$ cat src/rtl/ttc_param_pkg9.sv
// rtl/ttc_param_pkg9.sv - register map, CTRL fields and IRQ layout for the timer block
package ttc_param_pkg9;

   localparam logic [7:0] CH_STRIDE       = 8'h10;
   localparam logic [3:0] OFF_CTRL        = 4'h0;
   localparam logic [3:0] OFF_INTERVAL    = 4'h4;
   localparam logic [3:0] OFF_MATCH       = 4'h8;
   localparam logic [3:0] OFF_COUNT       = 4'hC;
   localparam logic [7:0] ADDR_IRQ_STATUS = 8'hF0;
   localparam logic [7:0] ADDR_IRQ_EN     = 8'hF4;

   localparam int CTRL_EN      = 0;
   localparam int CTRL_MODE    = 1;
   localparam int CTRL_CLR     = 2;
   localparam int CTRL_PRE_LSB = 8;

   typedef enum logic {
      MODE_FREE     = 1'b0,
      MODE_INTERVAL = 1'b1
   } mode_e;

   function automatic logic [7:0] ch_base(input int ch);
      return 8'(ch) * CH_STRIDE;
   endfunction

   // each channel owns two adjacent IRQ bits: wrap/interval event, then match
   function automatic int wrap_bit(input int ch);
      return 2 * ch;
   endfunction

   function automatic int match_bit(input int ch);
      return 2 * ch + 1;
   endfunction

endpackage

$ cat src/rtl/ttc_param_channel9.sv
// rtl/ttc_param_channel9.sv - one timer channel: prescaler, counter, compare, event pulses
module ttc_param_channel9
   import ttc_param_pkg9::*;
#(
   parameter int CNT_W = 16,
   parameter int PRE_W = 8
) (
   input  logic             clk,
   input  logic             rst,
   input  logic             en,
   input  mode_e            mode,
   input  logic [PRE_W-1:0] pre,
   input  logic [CNT_W-1:0] interval,
   input  logic [CNT_W-1:0] match,
   input  logic             clr,
   output logic [CNT_W-1:0] count,
   output logic             wrap_evt,
   output logic             match_evt
);

   localparam logic [CNT_W-1:0] CNT_ONE = 1;
   localparam logic [PRE_W-1:0] PRE_ONE = 1;

   logic [PRE_W-1:0] pre_cnt;
   logic [CNT_W-1:0] next_count;
   logic             tick;

   // a clear in the same cycle swallows the tick, so no events can fire
   always_comb begin
      tick       = en && (pre_cnt == pre) && !clr;
      next_count = count + CNT_ONE;
      wrap_evt   = 1'b0;
      if (mode == MODE_INTERVAL && count == interval) begin
         next_count = '0;
         wrap_evt   = tick;
      end else if (mode == MODE_FREE && count == '1) begin
         wrap_evt   = tick;
      end
      match_evt = tick && (next_count == match);
   end

   always_ff @(posedge clk or posedge rst) begin
      if (rst) begin
         pre_cnt <= '0;
         count   <= '0;
      end else if (clr) begin
         pre_cnt <= '0;
         count   <= '0;
      end else if (en) begin
         pre_cnt <= (pre_cnt == pre) ? '0 : pre_cnt + PRE_ONE;
         if (tick) begin
            count <= next_count;
         end
      end
   end

endmodule

$ cat src/rtl/ttc_param9.sv
// rtl/ttc_param9.sv - APB timer block: register decode, IRQ status/enable, channel array
module ttc_param9
   import ttc_param_pkg9::*;
#(
   parameter int NUM_CH = 3,
   parameter int CNT_W  = 16,
   parameter int PRE_W  = 8
) (
   input  logic              pclk9,
   input  logic              p_reset9,
   input  logic              psel9,
   input  logic              penable9,
   input  logic              pwrite9,
   input  logic [7:0]        paddr9,
   input  logic [31:0]       pwdata9,
   output logic [31:0]       prdata9,
   output logic [NUM_CH-1:0] interrupt9
);

   localparam int SW = 2 * NUM_CH;

   logic              wr;
   logic              rd;
   logic [3:0]        off;
   logic [NUM_CH-1:0] ch_hit;
   logic [NUM_CH-1:0] en_r;
   mode_e             mode_r     [NUM_CH];
   logic [PRE_W-1:0]  pre_r      [NUM_CH];
   logic [CNT_W-1:0]  interval_r [NUM_CH];
   logic [CNT_W-1:0]  match_r    [NUM_CH];
   logic [CNT_W-1:0]  count_w    [NUM_CH];
   logic [NUM_CH-1:0] clr_w;
   logic [NUM_CH-1:0] wrap_w;
   logic [NUM_CH-1:0] match_w;
   logic [SW-1:0]     set_w;
   logic [SW-1:0]     w1c;
   logic [SW-1:0]     status;
   logic [SW-1:0]     irq_en;
   logic              unused_pwdata;

   assign wr            = psel9 & penable9 & pwrite9;
   assign rd            = psel9 & ~pwrite9;
   assign off           = paddr9[3:0];
   assign w1c           = (wr && paddr9 == ADDR_IRQ_STATUS) ? pwdata9[SW-1:0] : '0;
   assign unused_pwdata = ^pwdata9;

   for (genvar g = 0; g < NUM_CH; g++) begin : g_ch
      localparam logic [7:0] BASE = ch_base(g);

      assign ch_hit[g]            = (paddr9 & 8'hF0) == BASE;
      assign clr_w[g]             = wr && ch_hit[g] && off == OFF_CTRL && pwdata9[CTRL_CLR];
      assign set_w[wrap_bit(g)]   = wrap_w[g];
      assign set_w[match_bit(g)]  = match_w[g];

      ttc_param_channel9 #(.CNT_W(CNT_W), .PRE_W(PRE_W)) u_ch (
         .clk       (pclk9),
         .rst       (p_reset9),
         .en        (en_r[g]),
         .mode      (mode_r[g]),
         .pre       (pre_r[g]),
         .interval  (interval_r[g]),
         .match     (match_r[g]),
         .clr       (clr_w[g]),
         .count     (count_w[g]),
         .wrap_evt  (wrap_w[g]),
         .match_evt (match_w[g])
      );
   end

   always_ff @(posedge pclk9 or posedge p_reset9) begin
      if (p_reset9) begin
         en_r       <= '0;
         status     <= '0;
         irq_en     <= '0;
         interrupt9 <= '0;
         for (int n = 0; n < NUM_CH; n++) begin
            mode_r[n]     <= MODE_FREE;
            pre_r[n]      <= '0;
            interval_r[n] <= '0;
            match_r[n]    <= '0;
         end
      end else begin
         for (int n = 0; n < NUM_CH; n++) begin
            if (wr && ch_hit[n]) begin
               case (off)
                  OFF_CTRL: begin
                     en_r[n]   <= pwdata9[CTRL_EN];
                     mode_r[n] <= mode_e'(pwdata9[CTRL_MODE]);
                     pre_r[n]  <= pwdata9[CTRL_PRE_LSB +: PRE_W];
                  end
                  OFF_INTERVAL: interval_r[n] <= pwdata9[CNT_W-1:0];
                  OFF_MATCH:    match_r[n]    <= pwdata9[CNT_W-1:0];
                  default: ;
               endcase
            end
            interrupt9[n] <= |(status[wrap_bit(n) +: 2] & irq_en[wrap_bit(n) +: 2]);
         end
         // new events win over a coincident write-1-to-clear
         status <= (status & ~w1c) | set_w;
         if (wr && paddr9 == ADDR_IRQ_EN) begin
            irq_en <= pwdata9[SW-1:0];
         end
      end
   end

   always_comb begin
      prdata9 = '0;
      if (rd) begin
         if (paddr9 == ADDR_IRQ_STATUS) begin
            prdata9[SW-1:0] = status;
         end else if (paddr9 == ADDR_IRQ_EN) begin
            prdata9[SW-1:0] = irq_en;
         end else begin
            for (int n = 0; n < NUM_CH; n++) begin
               if (ch_hit[n]) begin
                  case (off)
                     OFF_CTRL: begin
                        prdata9[CTRL_EN]                  = en_r[n];
                        prdata9[CTRL_MODE]                = mode_r[n];
                        prdata9[CTRL_PRE_LSB +: PRE_W]    = pre_r[n];
                     end
                     OFF_INTERVAL: prdata9[CNT_W-1:0] = interval_r[n];
                     OFF_MATCH:    prdata9[CNT_W-1:0] = match_r[n];
                     OFF_COUNT:    prdata9[CNT_W-1:0] = count_w[n];
                     default: ;
                  endcase
               end
            end
         end
      end
   end

endmodule

$ cat config.mk
export PLATFORM = sky130hd
export DESIGN_NAME = ttc_param9
export DESIGN_NICKNAME = d
export VERILOG_FILES = /design/src/rtl/ttc_param_pkg9.sv /design/src/rtl/ttc_param_channel9.sv /design/src/rtl/ttc_param9.sv
export SDC_FILE = /design/constraint.sdc
export NUM_CORES = 1
export LEC_CHECK = 0
export CORE_MARGIN = 4
export CORE_UTILIZATION = 40
export CTS_CLUSTER_DIAMETER = 80
export CTS_CLUSTER_SIZE = 28
export DETAILED_ROUTE_END_ITERATION = 6
export PLACE_DENSITY = 0.54
export SETUP_SLACK_MARGIN = 0.15
export SYNTH_ARGS = -nofsm -noshare
export SYNTH_HDL_FRONTEND = slang
export SYNTH_SLANG_ARGS = --single-unit
$ cat constraint.sdc
create_clock -name pclk9 -period 16.6 [get_ports pclk9]
set_clock_uncertainty 0.2 [all_clocks]
set_input_delay 2.49 -clock pclk9 [delete_from_list [all_inputs] [get_ports pclk9]]
set_output_delay 2.49 -clock pclk9 [all_outputs]
set_load 0.005 [all_outputs]
* Word-level counts from Yosys, hierarchy flattened
Cells that the tools add are included.
** Storage, ports and cells
- Bits in latches :: 0
- Bits of input ports :: 45
- Memory bits (read-only) :: 0
- Output and inout bits :: 35
- Bits in registers :: 213
- Word-level logic and storage cells :: 159
- Memories :: 0
- RAM bits :: 0
** Operators by class
- Order comparisons :: 0
- Add/sub/neg operators :: 6
- $mul :: 0
- Bitwise logic cells :: 13
- Reduce and logical (&&, ||, !) cells :: 52
- Div/mod/pow operators :: 0
- Muxes and demuxes :: 45
- Shift-type cells :: 0
- Equal/unequal tests :: 19
** Operator list (number)
- $mux W16 :: 16
- $eq A16 B16 Y1 :: 6
- $pmux W8 S4 :: 3
- $mux W8 :: 9
- $pmux W6 S3 :: 3
- $add A16 B1 Y16 const B :: 3
- $eq A16 B16 Y1 const B :: 3
- $logic_and A1 B1 Y1 :: 26
- $add A8 B1 Y8 const B :: 3
- $eq A8 B8 Y1 :: 3
- $pmux W2 S4 :: 3
- $reduce_and A2 Y1 :: 12
- $mux W10 :: 2
- $mux W6 :: 3
- $eq A8 B8 Y1 const B :: 2
- $reduce_bool A2 Y1 :: 6
- $eq A4 B4 Y1 const B :: 2
- $logic_not A8 Y1 :: 1
- $and A2 B2 Y2 :: 3
- $and A6 B6 Y6 :: 1
- $mux W1 :: 6
- $not A6 Y6 :: 1
- $or A6 B6 Y6 :: 1
- $reduce_or A2 Y1 :: 3
- 7 further kinds :: 14

* Logic depth before layout (Yosys ltp)
Gate-level depths: netlist of the first run.
- Depth in word-level cells :: 10
- Depth in mapped cells :: 12
- Mapped depth without buffers :: 9

* By module
Synthesis of the first run repeated with hierarchy kept, for this count alone.
** Second synthesis, totals
- Cells, all modules :: 1385
- Area total of the unflattened synthesis :: 13889.6 µm²
** Modules (own cells, without submodules)
- ttc_param9 :: instances 1, cells an instance 620, sequential area each 3528.4 µm², area an instance 7631.1 µm²
- ttc_param_channel9 (g_ch[0].u_ch ...) :: instances 2, cells an instance 258, sequential area each 600.6 µm², area an instance 2117.0 µm²
- ttc_param_channel9 (g_ch[2].u_ch) :: instances 1, cells an instance 249, sequential area each 600.6 µm², area an instance 2024.4 µm²

* Worst setup path before layout of the first run
Ideal clock, no wire load.
- Path kind :: in2out
- From :: in paddr9[1]
- To :: out prdata9[2]
- Stages on the path :: 8
- Arrival :: 4.184 ns
- Buffers on the path :: 2
- Path slack :: 9.726 ns
- Cells stage by stage :: or2_2 > nor3b_1 > clkbuf_1 > clkbuf_1 > a22oi_1 > nand2_1 > nand3_1 > a21oi_1
** On the way
- Word-level cells in the longest chain between the ends :: 10
- Elaborated cells between the ends (all ways) :: 14
- Those cells by class :: eq/ne: 5; mux: 9
** Ends and longest elaborated chain
- start, declared :: RTL line ttc_param9.sv:14 : input logic [7:0] paddr9,
- $eq A4 B4 Y1 or $eq A4 B3 Y1 (tied branches) :: RTL line ttc_param9.sv:116 : case (off)
- $pmux W6 S3 :: RTL line ttc_param9.sv:116
- $mux W16 :: RTL line ttc_param9.sv:115 : if (ch_hit[n]) begin
- $pmux W6 S3 :: RTL line ttc_param9.sv:116
- $mux W16 :: RTL line ttc_param9.sv:115
- $pmux W6 S3 :: RTL line ttc_param9.sv:116
- $mux W16 :: RTL line ttc_param9.sv:115
- $mux W6 :: RTL line ttc_param9.sv:111 : end else if (paddr9 == ADDR_IRQ_EN) begin
- $mux W6 (*) :: RTL line ttc_param9.sv:109 : if (paddr9 == ADDR_IRQ_STATUS) begin
- $mux W16 (*) :: RTL line ttc_param9.sv:108 : if (rd) begin
- end, declared :: RTL line ttc_param9.sv:16 : output logic [31:0] prdata9,
Mark *: on every way between the ends. The rest lies on a longest branch, timed or not.

* Worst setup path in the final report of the first run
- From :: in paddr9[3]
- To :: out prdata9[7]
** On the way
- Word-level cells in the longest chain between the ends :: 10
- Elaborated cells between the ends (all ways) :: 14
- Those cells by class :: eq/ne: 5; mux: 9
** Ends and longest elaborated chain (RTL line)
- $eq A4 B4 Y1 or $eq A4 B3 Y1 (tied branches) :: ttc_param9.sv:116
- $pmux W6 S3 :: ttc_param9.sv:116
- $mux W16 :: ttc_param9.sv:115
- $pmux W6 S3 :: ttc_param9.sv:116
- $mux W16 :: ttc_param9.sv:115
- $pmux W6 S3 :: ttc_param9.sv:116
- $mux W16 :: ttc_param9.sv:115
- $mux W10 :: ttc_param9.sv:111
- $mux W10 (*) :: ttc_param9.sv:109
- $mux W16 (*) :: ttc_param9.sv:108
Marked as above.

==> results of run 1 <==
==> report_power, final <==
part	total, mW	switching (mW)	internal (mW)
sequential	0.594	0.0509	0.543
clock	0.439	0.234	0.205
combinational	0.303	0.181	0.123
total	1.34	0.466	0.870
==> registers in the layout, indices dropped and copies added, names as in the netlist <==
name,count
status,6
match_r,48
irq_en,6
interval_r,48
g_ch.u_ch.count,48
en_r,3
interrupt9,3
mode_r,3
g_ch.u_ch.pre_cnt,24
pre_r,24
==> Yosys cell counts (all sizes together), types with 3 or more instances <==
cell type | count | area [µm²]
and2 | 9 | 56.30
a22oi | 74 | 555.5
o32ai | 12 | 105.1
a211oi | 5 | 42.54
nor2 | 83 | 314.1
a222oi | 4 | 40.04
nand2 | 106 | 397.9
xnor2 | 82 | 718.2
a21oi | 96 | 480.5
o21ai | 82 | 410.4
inv | 14 | 52.55
nand4b | 4 | 35.03
nand4 | 27 | 168.9
nor4 | 21 | 143.9
dfrtp | 213 | 5330
or2 | 4 | 25.03
xor2 | 59 | 516.8
ha | 6 | 75.07
clkbuf | 81 | 305.3
nor4b | 7 | 61.31
buf | 33 | 212.7
nand3 | 41 | 205.2
o211ai | 5 | 37.54
mux2 | 136 | 1531
a31oi | 6 | 37.54
a22o | 14 | 122.6
nor2b | 7 | 43.79
nor3b | 5 | 37.54
nor4bb | 5 | 50.05
and4 | 9 | 78.83
a221oi | 3 | 26.28
nand2b | 15 | 93.84
nand3b | 9 | 67.56
nor3 | 43 | 215.2
o31ai | 16 | 125.1
and3 | 12 | 75.07
or3 | 4 | 25.02
or4 | 8 | 63.81
o22ai | 3 | 18.77
==> final cells by class <==
| class | count | area share, % |
|---|---|---|
| clock buffers | 17 | 2.934 |
| flip-flops and latches | 213 | 36.77 |
| repair buffers | 72 | 4.540 |
| multi-input cells | 1061 | 50.60 |
| inverters | 14 | 0.4143 |
| clock inverters | 10 | 0.9321 |
| well taps | 442 | 3.815 |
==> cells by family (layout without fill, tap and decap cells) <==
| kind of cell | after synthesis | after routing | synth area share (%) |
|---|---|---|---|
| adder cells (fa/ha/maj) | 6 | 6 | 0.5714 |
| AND/OR/NAND/NOR | 424 | 424 | 16.79 |
| AO/OA/AOI/OAI | 334 | 334 | 16.14 |
| other | 1 | 16 | 0.02854 |
| multiplexers | 138 | 138 | 11.81 |
| flip-flops | 213 | 213 | 40.57 |
| buffers and inverters | 128 | 113 | 4.343 |
| XOR/XNOR | 143 | 143 | 9.743 |
==> final timing paths <==
path                       cells past startpoint                                end                              start  slack, ps
min                                            1              irq_en[2]$_DFFE_PP0P_              irq_en[2]$_DFFE_PP0P_        360
max in group asynchronous                      3                status[3]$_DFF_PP0_                           p_reset9      12600
max                                            8                         prdata9[7]                          paddr9[3]       7210
max reg2reg                                    8                status[3]$_DFF_PP0_  g_ch[1].u_ch.count[4]$_DFFE_PP0P_      13240
min reg2reg                                    1              irq_en[2]$_DFFE_PP0P_              irq_en[2]$_DFFE_PP0P_        360
min in group asynchronous                      2  g_ch[2].u_ch.count[2]$_DFFE_PP0P_                           p_reset9       2350
==> layer usage <==
layer / GRT usage, % / vias up / routed length (µm)
met5: 0 / - / 0
met4: 8.431 / 0 / 1762
met3: 2.876 / 73 / 1941
met2: 37.21 / 350 / 19490
met1: 31.85 / 5562 / 18680
li1: - / 5027 / -
==> critical path, stage by stage <==
cell             delay [ps]
clkdlybuf4s50_1         900
and2_1                  700
and2_1                 1050
a22oi_1                 240
a22oi_1                 290
a22oi_1                 120
nor3_1                  310
clkdlybuf4s50_1         580
==> results.yml, run 1 <==
outcome:
  status: "complete, no violations"
cells_and_area:
  nNetsFinal: 1429
  fin_util_pct: 44.67
  n_antenna_cell: 0
  final_common_cell: "dfrtp_1"
  multiInputGateArea_um2: 7336
  final-seq-area_um2: 5330
  drive_gt1_share_pct: 14.92
  syn2layout_area_growth_pct: 10.35
  fin_area_um2: 14500
  fillerInstances: 3069
  final_cell_mix: "dfrtp_1 (213), mux2_2 (136), nand2_1 (106)"
  instances_no_fill: 1829
global_route:
  antenna_found_initial: 0
  overflow: 0
  grt_max_degree: 120
  grt_pass1_vias: 10500
  grt_usage_pct: 22.99
  grt_pass1_wl_mm: 64.92
routing:
  drc: 0
  routed_wl_mm: 41.88
  via_per_inst: 6.021
  drt_iter0_drc: 881
  wl_per_cell_um: 22.90
  drtAntennaViolNets: 0
  first_pass_iters: 7
  via_count: 11010
clocking:
  cts.sinks: 213
  postCtsSetupBuffers: 0
  cts-root-buf: "clkbuf_16"
  clkLatencyLatePin_ps: 520
  cts_made_buffers: 16
  cts_tree: "yes"
  cts_hold_buffers: 0
  ctsLongestPathBuffers: 3
  cts_resized: 0
  clk_pin_slew_ps: 90
  h-tree-depth: 1
power_and_ir_drop:
  power_density_nw_per_um2: 92.15
  p_total_mw: 1.336
  max-vdd-ir-drop_mv: 0.08518
  cellLeakagePower_nw: 5.892
die:
  ioPinCount: 80
  die_y_um: 189.2
  initial_utilization_pct: 40.48
  die_area_um2: 35810
  rows: 66
  die_w_um: 189.2
  core_area_um2: 32450
place:
  hpwl_mm: 29.65
  dp.cells: 1802
  port_buffers: 47
  gp_congestion: 0.8811
  postPlaceCellArea_um2: 13940
  dp_worst_setup_slack_ps: 7200
critical_path:
  cp.required_ps: 13910
  critical_path_arrival_ps: 6700
  path_max_fanout: 26
  path_class: "in2out"
  start_kind: "input port"
  crit_path_end_kind: "primary output"
timing:
  rsz0062_at_grt: "false"
  timing.final.hold_violations: 0
  holdWs_ps: 357.7
  slew-limit-headroom_pct: 18.03
  final_max_slew_viol_count: 0
  setup_ws_ps: 7209
  period_needed_ps: 9391
  setup_violations: 0
  worst_pin_slew_ps: 1230
  final.setup.tns_ps: 0
  max_freq_mhz: 106.5
  post-route-period-util_pct: 56.57
synth:
  synth_edf_count: 0
  synth_ff_type: "dfrtp_1"
  ys_types: 67
  ys_warn_count: 0
  synth_cells: 1387
  netlist_area_um2: 13140
  syn_avg_cell_area_um2: 9.472
  synth_seq_cells: 213
  yosysSeqAreaShare_pct: 40.57
  async_flop_share_pct: 100.0
worst_hold_path:
  min_path_type: "reg2reg"
run:
  timing.max_cap.violations: 0
(Power assumes the default switching activity.)
==> run 2, diff against run 1 <==
==> constraint.sdc (replaced) <==
create_clock -name pclk9 -period 8.8 [get_ports pclk9]
set_clock_uncertainty 0.2 [all_clocks]
set_input_delay 1.32 -clock pclk9 [delete_from_list [all_inputs] [get_ports pclk9]]
set_output_delay 1.32 -clock pclk9 [all_outputs]
set_load 0.005 [all_outputs]
==> run 2 against run 1 <==
  * Global-route usage decreased by 0.082 points
  * Via count grew 0.20%
  * Final cell count up 0.11%
  * Routed wire length about the same
  * Sequential power up 89%
  * Sequential share of layout area increased by 0.057 points
  * Die area did not move
  * Clock power rose by 77%
  * First-iteration DRC count fell by 11%
  * Worst hold slack got worse by 16 ps
  * Register-to-register slack worse by 7800 ps
  * Total power increased by 85%
==> results.yml, run 2 (same netlist as run 1, synthesis figures left out) <==
global_route:
  grt_pass1_vias: 10660
  overflow: 0
  grt_max_degree: 88
  grt_usage_pct: 22.91
  grt_pass1_wl_mm: 64.45
  antenna_found_initial: 0
routing:
  drc: 0
  routed_wl_mm: 41.89
  via_count: 11030
  drt_iter0_drc: 782
  drtAntennaViolNets: 0
  wl_per_cell_um: 22.88
  first_pass_iters: 6
  via_per_inst: 6.026
cells_and_area:
  instances_no_fill: 1831
  multiInputGateArea_um2: 7342
  final_cell_mix: "dfrtp_1 (213), mux2_2 (136), nand2_1 (106)"
  syn2layout_area_growth_pct: 10.18
  fin_area_um2: 14480
  fin_util_pct: 44.60
  largestRegisters: "g_ch.u_ch.count (48), interval_r (48), match_r (48)"
  final_common_cell: "dfrtp_1"
  nNetsFinal: 1431
  fillerInstances: 3088
  n_antenna_cell: 0
  final-seq-area_um2: 5330
  drive_gt1_share_pct: 15.05
critical_path:
  rr_startpoint: "g_ch[1].u_ch.count[4]$_DFFE_PP0P_"
  r2r_setup_slack_ps: 5440
  cp.required_ps: 7280
  reg2reg_depth: 8
  path_class: "in2out"
  crit_path_end_kind: "primary output"
  critical_path_arrival_ps: 5320
  path_max_fanout: 15
  start_kind: "input port"
  timing.rr.end: "status[3]$_DFF_PP0_"
  worstSetupEndpoint: "prdata9[7]"
  startpoint: "paddr9[3]"
timing:
  setup_ws_ps: 1961
  worst_pin_slew_ps: 1284
  max_freq_mhz: 146.2
  final.setup.tns_ps: 0
  setup_violations: 0
  post-route-period-util_pct: 77.72
  slew-limit-headroom_pct: 14.40
  timing.final.hold_violations: 0
  final_max_slew_viol_count: 0
  rsz0062_at_grt: "false"
  period_needed_ps: 6839
  holdWs_ps: 341.7
clocking:
  h-tree-depth: 1
  ctsLongestPathBuffers: 3
  cts.sinks: 213
  cts_tree: "yes"
  clk_pin_slew_ps: 80
  cts_resized: 0
  cts-root-buf: "clkbuf_16"
  cts_hold_buffers: 0
  postCtsSetupBuffers: 0
  cts_made_buffers: 16
  clkLatencyLatePin_ps: 520
place:
  dp.cells: 1804
  gp_congestion: 0.8772
  hpwl_mm: 29.73
  port_buffers: 47
  postPlaceCellArea_um2: 13960
  dp_worst_setup_slack_ps: 2034
die:
  core_area_um2: 32450
  die_y_um: 189.2
  rows: 66
  initial_utilization_pct: 40.48
  die_area_um2: 35810
  ioPinCount: 80
  die_w_um: 189.2
outcome:
  status: "complete, no violations"
power_and_ir_drop:
  power_density_nw_per_um2: 170.5
  p_total_mw: 2.467
  cellLeakagePower_nw: 5.898
  max-vdd-ir-drop_mv: 0.1247
run:
  timing.max_cap.violations: 0
worst_hold_path:
  min_path_type: "reg2reg"
run 2: cell types whose count changed in the layout (fill, tap and decap cells not counted), sizes merged:
| cell | change |
|---|---|
| inv | -6 |
| buf | +2 |
| clkinv | +5 |
| clkinvlp | +1 |
run 2: critical path, stage by stage:
cell and delay (ps):
clkdlybuf4s50_1 900, and2_1 730, and2_1 590, buf_4 340, a22oi_1 130, a22oi_1 230, a22oi_1 120, nor3_1 340
clkdlybuf4s50_1 590
run 2: routing by layer:
layer | part of all wire (%) | track usage (%)
met1 | 44 | 31.56
met2 | 47 | 37.52
met3 | 4.6 | 2.323
met4 | 4.4 | 8.765
met5 | 0 | 0
run 2: area by class of cell:
cell class	count	area share (%)
tap	442	3.821
sequential	213	36.82
clock buffer	17	2.939
multi-input combinational	1061	50.72
inverter	14	0.4149
timing repair buffer	74	4.650
clock inverter	10	0.6310
run 2: worst min-delay path by stage:
stage / to / cells after the start / start / slack, ps
final: status[5]$_DFF_PP0_ / 2 / status[5]$_DFF_PP0_ / 340
after global routing: status[5]$_DFF_PP0_ / 2 / status[5]$_DFF_PP0_ / 360
after CTS: status[5]$_DFF_PP0_ / 2 / status[5]$_DFF_PP0_ / 350
after detailed placement: irq_en[0]$_DFFE_PP0P_ / 1 / irq_en[0]$_DFFE_PP0P_ / 330
after global placement: irq_en[0]$_DFFE_PP0P_ / 1 / irq_en[0]$_DFFE_PP0P_ / 310
after floorplan: status[5]$_DFF_PP0_ / 2 / status[5]$_DFF_PP0_ / 270
run 2: report_power, final:
group | total, mW | leakage, nW | internal [mW] | switching, mW
Combinational | 0.573 | 2.83 | 0.231 | 0.341
Clock | 0.775 | 0.256 | 0.368 | 0.407
Sequential | 1.12 | 2.81 | 1.02 | 0.0959
Total | 2.47 | 5.90 | 1.62 | 0.844
==> run 3, diff against run 2 <==
--- a/config.mk
+++ b/config.mk
@@ -10,7 +10,7 @@
 export CTS_CLUSTER_DIAMETER = 80
 export CTS_CLUSTER_SIZE = 28
 export DETAILED_ROUTE_END_ITERATION = 6
-export PLACE_DENSITY = 0.54
+export PLACE_DENSITY = 0.57
 export SETUP_SLACK_MARGIN = 0.15
 export SYNTH_ARGS = -nofsm -noshare
 export SYNTH_HDL_FRONTEND = slang
==> constraint.sdc (replaced) <==
create_clock -name pclk9 -period 5.6 [get_ports pclk9]
set_clock_uncertainty 0.2 [all_clocks]
set_input_delay 0.84 -clock pclk9 [delete_from_list [all_inputs] [get_ports pclk9]]
set_output_delay 0.84 -clock pclk9 [all_outputs]
set_load 0.005 [all_outputs]
==> run 3 against run 2 <==
  * Clock-buffer cell count shrank 1
  * Combinational power grew 59%
  * Clock power grew 59%
  * Sequential power grew 57%
  * Die area is the same
  * Cell area grew 0.49%
  * Final cell count grew 0.27%
  * Routed wire length grew 0.73%
  * Global-route usage grew 0.36 points
  * Largest cell class unchanged
==> results.yml, run 3 (same netlist as run 1, synthesis figures left out) <==
global_route:
  grt_max_degree: 110
  grtUsageMet1_pct: 33.51
  antenna_found_initial: 0
  grt_pass1_vias: 10560
  busiest_layer: "met2"
  grt_pass1_wl_mm: 65.45
  grt_usage_pct: 23.26
  grtUsageMet2_pct: 37.39
  use_met3_pct: 2.415
  overflow: 0
cells_and_area:
  nNetsFinal: 1436
  n_antenna_cell: 0
  fillerInstances: 3141
  largestRegisters: "g_ch.u_ch.count (48), interval_r (48), match_r (48)"
  final_cell_mix: "dfrtp_1 (213), mux2_2 (136), nand2_1 (106)"
  fin_util_pct: 44.82
  final_common_cell: "dfrtp_1"
  drive_gt1_share_pct: 15.35
  syn2layout_area_growth_pct: 10.72
critical_path:
  r2r_setup_slack_ps: 2200
  crit_path_end_kind: "primary output"
  critical_path_arrival_ps: 3850
  startpoint: "paddr9[4]"
  cp.required_ps: 4560
  reg2reg_depth: 8
  start_kind: "input port"
  path_max_fanout: 14
  path_class: "in2out"
  rr_startpoint: "g_ch[1].u_ch.count[4]$_DFFE_PP0P_"
  timing.rr.end: "status[3]$_DFF_PP0_"
outcome:
  status: "complete, no violations"
routing:
  first_pass_iters: 6
  drt_iter0_drc: 875
  drtAntennaViolNets: 0
  via_per_inst: 6.002
  drc: 0
  routed_wl_mm: 42.19
  via_count: 11020
  wl_per_cell_um: 22.98
timing:
  max_freq_mhz: 204.5
  timing.final.hold_violations: 0
  post-route-period-util_pct: 87.33
  setup_violations: 0
  final.setup.tns_ps: 0
  final_max_slew_viol_count: 0
  rsz0062_at_grt: "false"
  period_needed_ps: 4890
  slew-limit-headroom_pct: 16.19
  worst_pin_slew_ps: 1248
clocking:
  clkLatencyLatePin_ps: 520
  cts_made_buffers: 15
  cts_tree: "yes"
  cts_hold_buffers: 0
  cts_resized: 0
  h-tree-depth: 1
  clk_pin_slew_ps: 90
  postCtsSetupBuffers: 0
  ctsLongestPathBuffers: 3
  cts.sinks: 213
  cts-root-buf: "clkbuf_16"
die:
  initial_utilization_pct: 40.48
  die_w_um: 189.2
  rows: 66
  ioPinCount: 80
  die_area_um2: 35810
  core_area_um2: 32450
  die_y_um: 189.2
worst_hold_path:
  min_path_type: "reg2reg"
  holdCritStartpoint: "irq_en[4]$_DFFE_PP0P_"
  min_to: "irq_en[4]$_DFFE_PP0P_"
  whs_path_depth: 1
power_and_ir_drop:
  cellLeakagePower_nw: 5.913
  max-vdd-ir-drop_mv: 0.2864
  power_density_nw_per_um2: 268.3
run:
  timing.max_cap.violations: 0
place:
  gp_congestion: 0.9580
  port_buffers: 47
  hpwl_mm: 30.44
## run 3: power breakdown
| part | switching, mW | internal [mW] |
|---|---|---|
| Sequential | 0.150 | 1.61 |
| Clock | 0.680 | 0.553 |
| Combinational | 0.539 | 0.371 |
## run 3: layout make-up
type | instances | area (µm²) | share of cell area, %
Inverter | 14 | 56.30 | 0.3871
Tap cell | 442 | 553.0 | 3.802
Clock inverter | 10 | 143.9 | 0.9892
Sequential cell | 213 | 5330 | 36.64
Multi-Input combinational cell | 1061 | 7341 | 50.46
Timing Repair Buffer | 80 | 743.2 | 5.109
Clock buffer | 16 | 379.1 | 2.606
## run 3: per-layer routing
metal | up-vias | part of all wire, %
met4 | 0 | 3.1
met2 | 345 | 46
met3 | 59 | 5.0
met5 | - | 0
met1 | 5586 | 46
li1 | 5030 | -
## run 3: critical path, stage by stage
cell and delay, ps:
clkdlybuf4s50_1 640, or4b_1 930, nor2_1 450, a22oi_1 120, nor3_1 290, clkdlybuf4s50_1 570
## run 3: stage by stage
stage	hold WS [ps]	area [µm²]	cells	power, mW	setup WS (ps)
floorplan	268.3	13200	1402	2.425	1790
global placement	326.0	14020	1810	2.668	755.1
detailed placement	331.6	14020	1810	2.690	790.8
CTS	358.0	14550	1836	3.925	771.9
global route	374.6	14550	1836	4.116	594.1
finish	354.0	14550	1836	3.902	709.5
## run 3: worst max path at each step
stage / slack, ps / cells past startpoint / end
floorplan: 1790 / 1 / en_r[0]$_DFFE_PP0P_
global placement: 760 / 6 / prdata9[6]
detailed placement: 790 / 6 / prdata9[7]
CTS: 770 / 6 / prdata9[7]
global route: 590 / 6 / prdata9[6]
finish: 710 / 6 / prdata9[7]
